--- config.mk ---
export PLATFORM = sky130hd
export DESIGN_NAME = audio_envelope_writer
export DESIGN_NICKNAME = d
export VERILOG_FILES = /design/src/rtl/audio_envelope_writer_pkg.sv /design/src/rtl/audio_envelope_writer_envelope_fsm.sv /design/src/rtl/audio_envelope_writer.sv
export SDC_FILE = /design/constraint.sdc
export NUM_CORES = 1
export LEC_CHECK = 0
export BUFFER_PORTS_ARGS = -buffer_cell sky130_fd_sc_hd__buf_4
export CAP_MARGIN = 10
export CORE_UTILIZATION = 50
export CTS_CLUSTER_SIZE = 12
export DETAILED_ROUTE_END_ITERATION = 10
export PLACE_DENSITY = 0.81
export RECOVER_POWER = 25
export SETUP_SLACK_MARGIN = 0.15
export SLEW_MARGIN = 10
export SYNTH_ARGS = -nofsm -noshare
export SYNTH_HDL_FRONTEND = slang
export SYNTH_SLANG_ARGS = --single-unit
--- constraint.sdc ---
create_clock -name CLOCK_50 -period 5.1 [get_ports CLOCK_50]
set_input_delay 0.51 -clock CLOCK_50 [delete_from_list [all_inputs] [get_ports CLOCK_50]]
set_output_delay 0.51 -clock CLOCK_50 [all_outputs]
set_load 0.02 [all_outputs]
--- src/rtl/audio_envelope_writer_pkg.sv ---
// Shared types and constants for the audio envelope writer.
package audio_pkg;
  typedef enum logic [1:0] {IDLE, ATTACK, SUSTAIN, RELEASE} env_state_t;

  localparam int SAMPLE_W  = 32;
  localparam int ENV_W_DEF = 8;

  function automatic int env_max(input int w);
    return (1 << w) - 1;
  endfunction

  localparam int ENV_MAX = env_max(ENV_W_DEF);
endpackage

--- src/rtl/audio_envelope_writer_envelope_fsm.sv ---
// Gated attack/sustain/release envelope with saturating level arithmetic.
module envelope_fsm
  import audio_pkg::*;
#(
  parameter int ENV_W        = ENV_W_DEF,
  parameter int ATTACK_STEP  = 4,
  parameter int RELEASE_STEP = 1
) (
  input  logic             CLOCK_50,
  input  logic             reset,
  input  logic             gate,
  input  logic             tick,
  output logic [ENV_W-1:0] env_level,
  output logic             active,
  output env_state_t       state
);
  localparam logic [ENV_W:0]   UP_STEP = (ENV_W+1)'(ATTACK_STEP);
  localparam logic [ENV_W:0]   LVL_MAX = (ENV_W+1)'(env_max(ENV_W));
  localparam logic [ENV_W-1:0] DN_STEP = ENV_W'(RELEASE_STEP);

  env_state_t       r_state, w_eff, w_state_nxt;
  logic [ENV_W-1:0] r_level, w_level_nxt;
  logic [ENV_W:0]   w_up;

  assign w_up = {1'b0, r_level} + UP_STEP;

  // Gate changes are resolved first; a coincident tick then steps the level
  // in the state the gate selected.
  always_comb begin
    w_eff       = r_state;
    w_state_nxt = r_state;
    w_level_nxt = r_level;
    case (r_state)
      IDLE:            if (gate)  w_eff = ATTACK;
      ATTACK, SUSTAIN: if (!gate) w_eff = RELEASE;
      RELEASE:         if (gate)  w_eff = ATTACK;
      default:         w_eff = IDLE;
    endcase
    w_state_nxt = w_eff;
    if (tick) begin
      case (w_eff)
        ATTACK:
          if (w_up >= LVL_MAX) begin
            w_level_nxt = LVL_MAX[ENV_W-1:0];
            w_state_nxt = SUSTAIN;
          end else begin
            w_level_nxt = w_up[ENV_W-1:0];
          end
        RELEASE:
          if (r_level <= DN_STEP) begin
            w_level_nxt = '0;
            w_state_nxt = IDLE;
          end else begin
            w_level_nxt = r_level - DN_STEP;
          end
        default: ;
      endcase
    end
  end

  always_ff @(posedge CLOCK_50 or posedge reset) begin
    if (reset) begin
      r_state <= IDLE;
      r_level <= '0;
    end else begin
      r_state <= w_state_nxt;
      r_level <= w_level_nxt;
    end
  end

  assign env_level = r_level;
  assign active    = (r_state != IDLE);
  assign state     = r_state;
endmodule

--- src/rtl/audio_envelope_writer.sv ---
// Scales sine samples by the envelope and feeds the codec write port at a
// fixed three-cycle cadence, one sample in flight at a time.
module audio_envelope_writer
  import audio_pkg::*;
#(
  parameter int ENV_W        = ENV_W_DEF,
  parameter int ATTACK_STEP  = 4,
  parameter int RELEASE_STEP = 1,
  parameter int TICK_SAMPLES = 48
) (
  input  logic                CLOCK_50,
  input  logic                reset,
  input  logic                gate,
  input  logic [SAMPLE_W-1:0] wave,
  input  logic                audio_out_allowed,
  output logic [SAMPLE_W-1:0] left_channel_audio_out,
  output logic [SAMPLE_W-1:0] right_channel_audio_out,
  output logic                write_audio_out,
  output logic [ENV_W-1:0]    env_level,
  output logic                active
);
  localparam int              CNT_W    = (TICK_SAMPLES > 1) ? $clog2(TICK_SAMPLES) : 1;
  localparam logic [CNT_W-1:0] CNT_LAST = CNT_W'(TICK_SAMPLES - 1);
  localparam int              P_W      = SAMPLE_W + ENV_W;

  logic [CNT_W-1:0]    r_tick_cnt;
  logic                r_s0_vld, r_out_vld, r_write;
  logic [SAMPLE_W-1:0] r_s0_wave, r_out_data;
  logic [ENV_W-1:0]    r_s0_lvl, w_level;
  env_state_t          w_state;
  logic                w_issue, w_tick, w_capture;
  logic [P_W-1:0]      w_a, w_b, w_prod;

  envelope_fsm #(
    .ENV_W(ENV_W), .ATTACK_STEP(ATTACK_STEP), .RELEASE_STEP(RELEASE_STEP)
  ) u_fsm (
    .CLOCK_50(CLOCK_50), .reset(reset), .gate(gate), .tick(w_tick),
    .env_level(w_level), .active(active), .state(w_state)
  );

  assign w_issue   = r_out_vld & audio_out_allowed;
  assign w_tick    = w_issue && (r_tick_cnt == CNT_LAST);
  assign w_capture = !r_s0_vld && !r_out_vld;

  // Level is non-negative and below 2^ENV_W, so the signed product fits in
  // P_W bits; the mod-2^P_W multiply is exact and bits [P_W-1:ENV_W] are the
  // floor of product >>> ENV_W.
  assign w_a    = {{ENV_W{r_s0_wave[SAMPLE_W-1]}}, r_s0_wave};
  assign w_b    = {{SAMPLE_W{1'b0}}, r_s0_lvl};
  assign w_prod = w_a * w_b;

  always_ff @(posedge CLOCK_50 or posedge reset) begin
    if (reset) begin
      r_tick_cnt <= '0;
      r_s0_vld   <= 1'b0;
      r_s0_wave  <= '0;
      r_s0_lvl   <= '0;
      r_out_vld  <= 1'b0;
      r_out_data <= '0;
      r_write    <= 1'b0;
    end else begin
      r_write <= w_issue;
      if (w_issue)
        r_tick_cnt <= (r_tick_cnt == CNT_LAST) ? '0 : r_tick_cnt + 1'b1;
      if (w_capture) begin
        r_s0_vld  <= 1'b1;
        r_s0_wave <= wave;
        r_s0_lvl  <= (w_state == IDLE) ? '0 : w_level;
      end else if (r_s0_vld) begin
        r_s0_vld   <= 1'b0;
        r_out_vld  <= 1'b1;
        r_out_data <= w_prod[P_W-1:ENV_W];
      end else if (w_issue) begin
        r_out_vld <= 1'b0;
      end
    end
  end

  assign left_channel_audio_out  = r_out_data;
  assign right_channel_audio_out = r_out_data;
  assign write_audio_out         = r_write;
  assign env_level               = w_level;
endmodule

==> out/results.tsv <==
metric	value	unit
outcome	complete, but fails checks	
violations	capacitance limit, slew limit, setup timing	
vias_per_cell	5.32	
ys_seq_elements	91	
fin_crit_sh	1.06	
vias	10200	
r2r_slack	-0.28	ns
synthDistinctLibCells	60	
fp.dieW	161	µm
synth-edff-count	0	
drt-total-wl	30700	µm
cts_buffers	9	
clkLatencyLatePin	0.37	ns
yosysTopAreaCellShare	0.310	
antenna_found_initial	1	
synth_area_leaders	fa_1 31%, dfrtp_1 18%, nand2_1 8.3%	
synth_top_area_cell	fa_1	
synthTopCellsByCount	278 x nand2_1, 262 x inv_1, 195 x fa_1, 123 x and2_1, 91 x dfrtp_1	
core.rowCount	57	
fin_util	0.608	
root_buffer	clkbuf_16	
max_freq	186	MHz
cap_violations	1	
synth-async-reset-ratio	1.00	
arrival	5.64	ns
synth-main-ff-cell	dfrtp_1	
grt-ovfl-total	0	
drc	0	
worst-r2r-cell-count	18	
wl_per_cell	16.0	µm
ant_nets	0	
fin_crit	5.38	ns
holdCritStartpoint	wave[18]	
crit_path_max_fanout	7	
drive_above_1_share	0.213	
dpl.hpwl	24500	µm
die_y	161	µm
grt_pass1_wl	51400	µm
drt_iter0_markers	617	
clk_pin_slew_worst_paths	0.08	ns
cts_tree	built	
finalNetCount	1904	
worstSetupEndpointType	register	
gp_congestion	0.883	
h-tree-depth	3	
r2r-end	left_channel_audio_out[22]	
hold_path_depth	3	
die-area	25800	µm²
hold_path.class	input pin to register	
clk_path_buf_depth	2	
clock_sinks	91	
synth_fp_nets	1744	
yosys_warnings	0	
ir_drop	322	µV
grt_max_degree	57	
io_buffers	109	
grt_use_total	0.252	
fin_setup_tns	-2.34	ns
r2r-start	r_s0_lvl[2]	
p_per_area	529	nW/µm²
worst_pin_slew	2.64	ns
start_util	0.513	
p_leak	0.00814	µW
syn_area_per_cell	8.81	µm²
maxSlewViolCount	57	
grt_pass1_vias	10700	
ios	110	
required	5.36	ns
synthToLayoutAreaGrowth	18.5	%
finalSetupViolations	12	
diodes	0	
core_area	24500	µm²
synthMostInstantiatedCell	nand2_1	
synth-seq-area-share	0.181	
hold_violations	0	
mappedNetlistArea	12600	µm²
min_delay_worst_endpoint	r_s0_wave[18]	
timing.final.ws_setup	-0.284	ns
relSlewSlack	-0.771	
critPathLaunchType	register	
rsz0062_at_grt	yes	
crit_type	register to register	
dr.pass1.iters	5	
final.setup_skew	0.0101	ns
synthCells	1430	
==> cell usage in the layout (no fill, tap or decap), types with 3 or more instances in the layout <==
cell type	netlist	final
nor2_1	31	31
xor2_1	14	14
inv_1	262	259
dfrtp_1	91	79
o2111ai_1	5	4
mux2_2	24	20
ha_4	0	4
dfrtp_2	0	12
o21a_1	4	4
o21bai_1	4	4
inv_6	0	3
inv_2	1	3
nor4_1	4	4
and3_1	4	3
nor3_1	7	6
a21o_1	16	16
a21oi_1	41	38
nand2_1	278	271
clkbuf_16	0	9
nand4_1	11	11
inv_8	0	3
buf_4	32	239
mux2_4	0	4
fa_2	0	4
o21ai_0	19	18
o211ai_1	3	3
a31oi_1	7	6
o31ai_1	10	9
nand3_1	23	23
and2_1	123	121
nand2_2	0	6
fa_1	195	191
nand2b_1	6	6
xnor2_1	23	22
ha_1	83	79
buf_6	1	4
or3_1	4	4
==> per-layer routing <==
layer	track usage	share of wire	vias up	wire [µm]
met4	0.117	0.041	2	1270
met2	0.421	0.49	392	15000
li1	-	-	4688	-
met3	0.0439	0.069	94	2120
met5	0	0.00055	-	17
met1	0.318	0.40	5024	12400
==> power breakdown <==
part	internal [µW]	leakage, µW	total, µW	switching [µW]
clock	361	0.000150	725	364
combinational	2550	0.00688	5770	3220
sequential	1030	0.00111	1390	364
==> repair_timing <==
action | in CTS | in global routing
setup buffers | 5 | 3
gates resized for setup | 26 | 23
hold endpoints to repair | 0 | 0
hold buffers | 0 | 0
endpoints found under the setup margin | 24 | 24
pin swaps | 13 | 17
==> per-stage QoR <==
stage / instances / worst slack, ns / power, µW / hold slack, ns / cell area, µm²
floorplan: 1430 / -0.0918 / 5080 / 0.472 / 12700
global placement: 1895 / -0.324 / 6720 / 0.499 / 14400
detailed placement: 1895 / -0.460 / 6960 / 0.516 / 14400
CTS: 1916 / -0.256 / 7780 / 0.303 / 14800
global route: 1919 / -0.441 / 8610 / 0.321 / 14900
finish: 1919 / -0.284 / 7890 / 0.328 / 14900
==> registers in the layout (all words and copies together) (netlist names) <==
name	count
left_channel_audio_out	32
r_out_vld	1
r_s0_lvl	8
r_s0_vld	1
r_s0_wave	32
r_tick_cnt	6
u_fsm.env_level	8
u_fsm.state	2
write_audio_out	1
==> logic make-up after synthesis <==
kind of cell | share of synthesized area
buffers and inverters | 0.117
XOR/XNOR | 0.0257
multiplexers | 0.0215
AO/OA/AOI/OAI | 0.0727
adder cells (fa/ha/maj) | 0.393
flip-flops | 0.181
AND/OR/NAND/NOR | 0.189
==> worst max path at each step <==
stage	from	to	slack, ns	depth (start not counted)
after floorplan	r_s0_lvl[1]	left_channel_audio_out[22]	-0.09	20
after global placement	r_s0_lvl[1]	left_channel_audio_out[31]	-0.32	17
after detailed placement	r_s0_lvl[1]	left_channel_audio_out[31]	-0.46	16
after CTS	r_s0_lvl[2]	left_channel_audio_out[29]	-0.26	19
after global routing	r_s0_lvl[2]	left_channel_audio_out[29]	-0.44	20
final	r_s0_lvl[2]	left_channel_audio_out[22]	-0.28	18
==> layout make-up <==
type	count	area, µm²
timing repair buffer	244	1850
fill	1980	9610
clock inverter	6	60.1
clock buffer	10	239
multi-input combinational	981	9090
inverter	263	988
tap	324	405
sequential	91	2290
==> worst max-delay path, stage by stage (launching register included) <==
cell and delay, ns:
dfrtp_2 0.45, nand2_2 0.09, fa_1 0.53, inv_1 0.05, fa_1 0.49, fa_1 0.55
inv_1 0.05, fa_1 0.49, inv_2 0.05, ha_4 0.21, and2_4 0.16, a221o_1 0.34
a221oi_4 0.35, a2111oi_4 0.11, buf_4 0.17, or4_4 0.50, a41o_4 0.27, xor2_1 0.15
mux2_4 0.25
No activity file was read; power rests on OpenSTA's default activity.
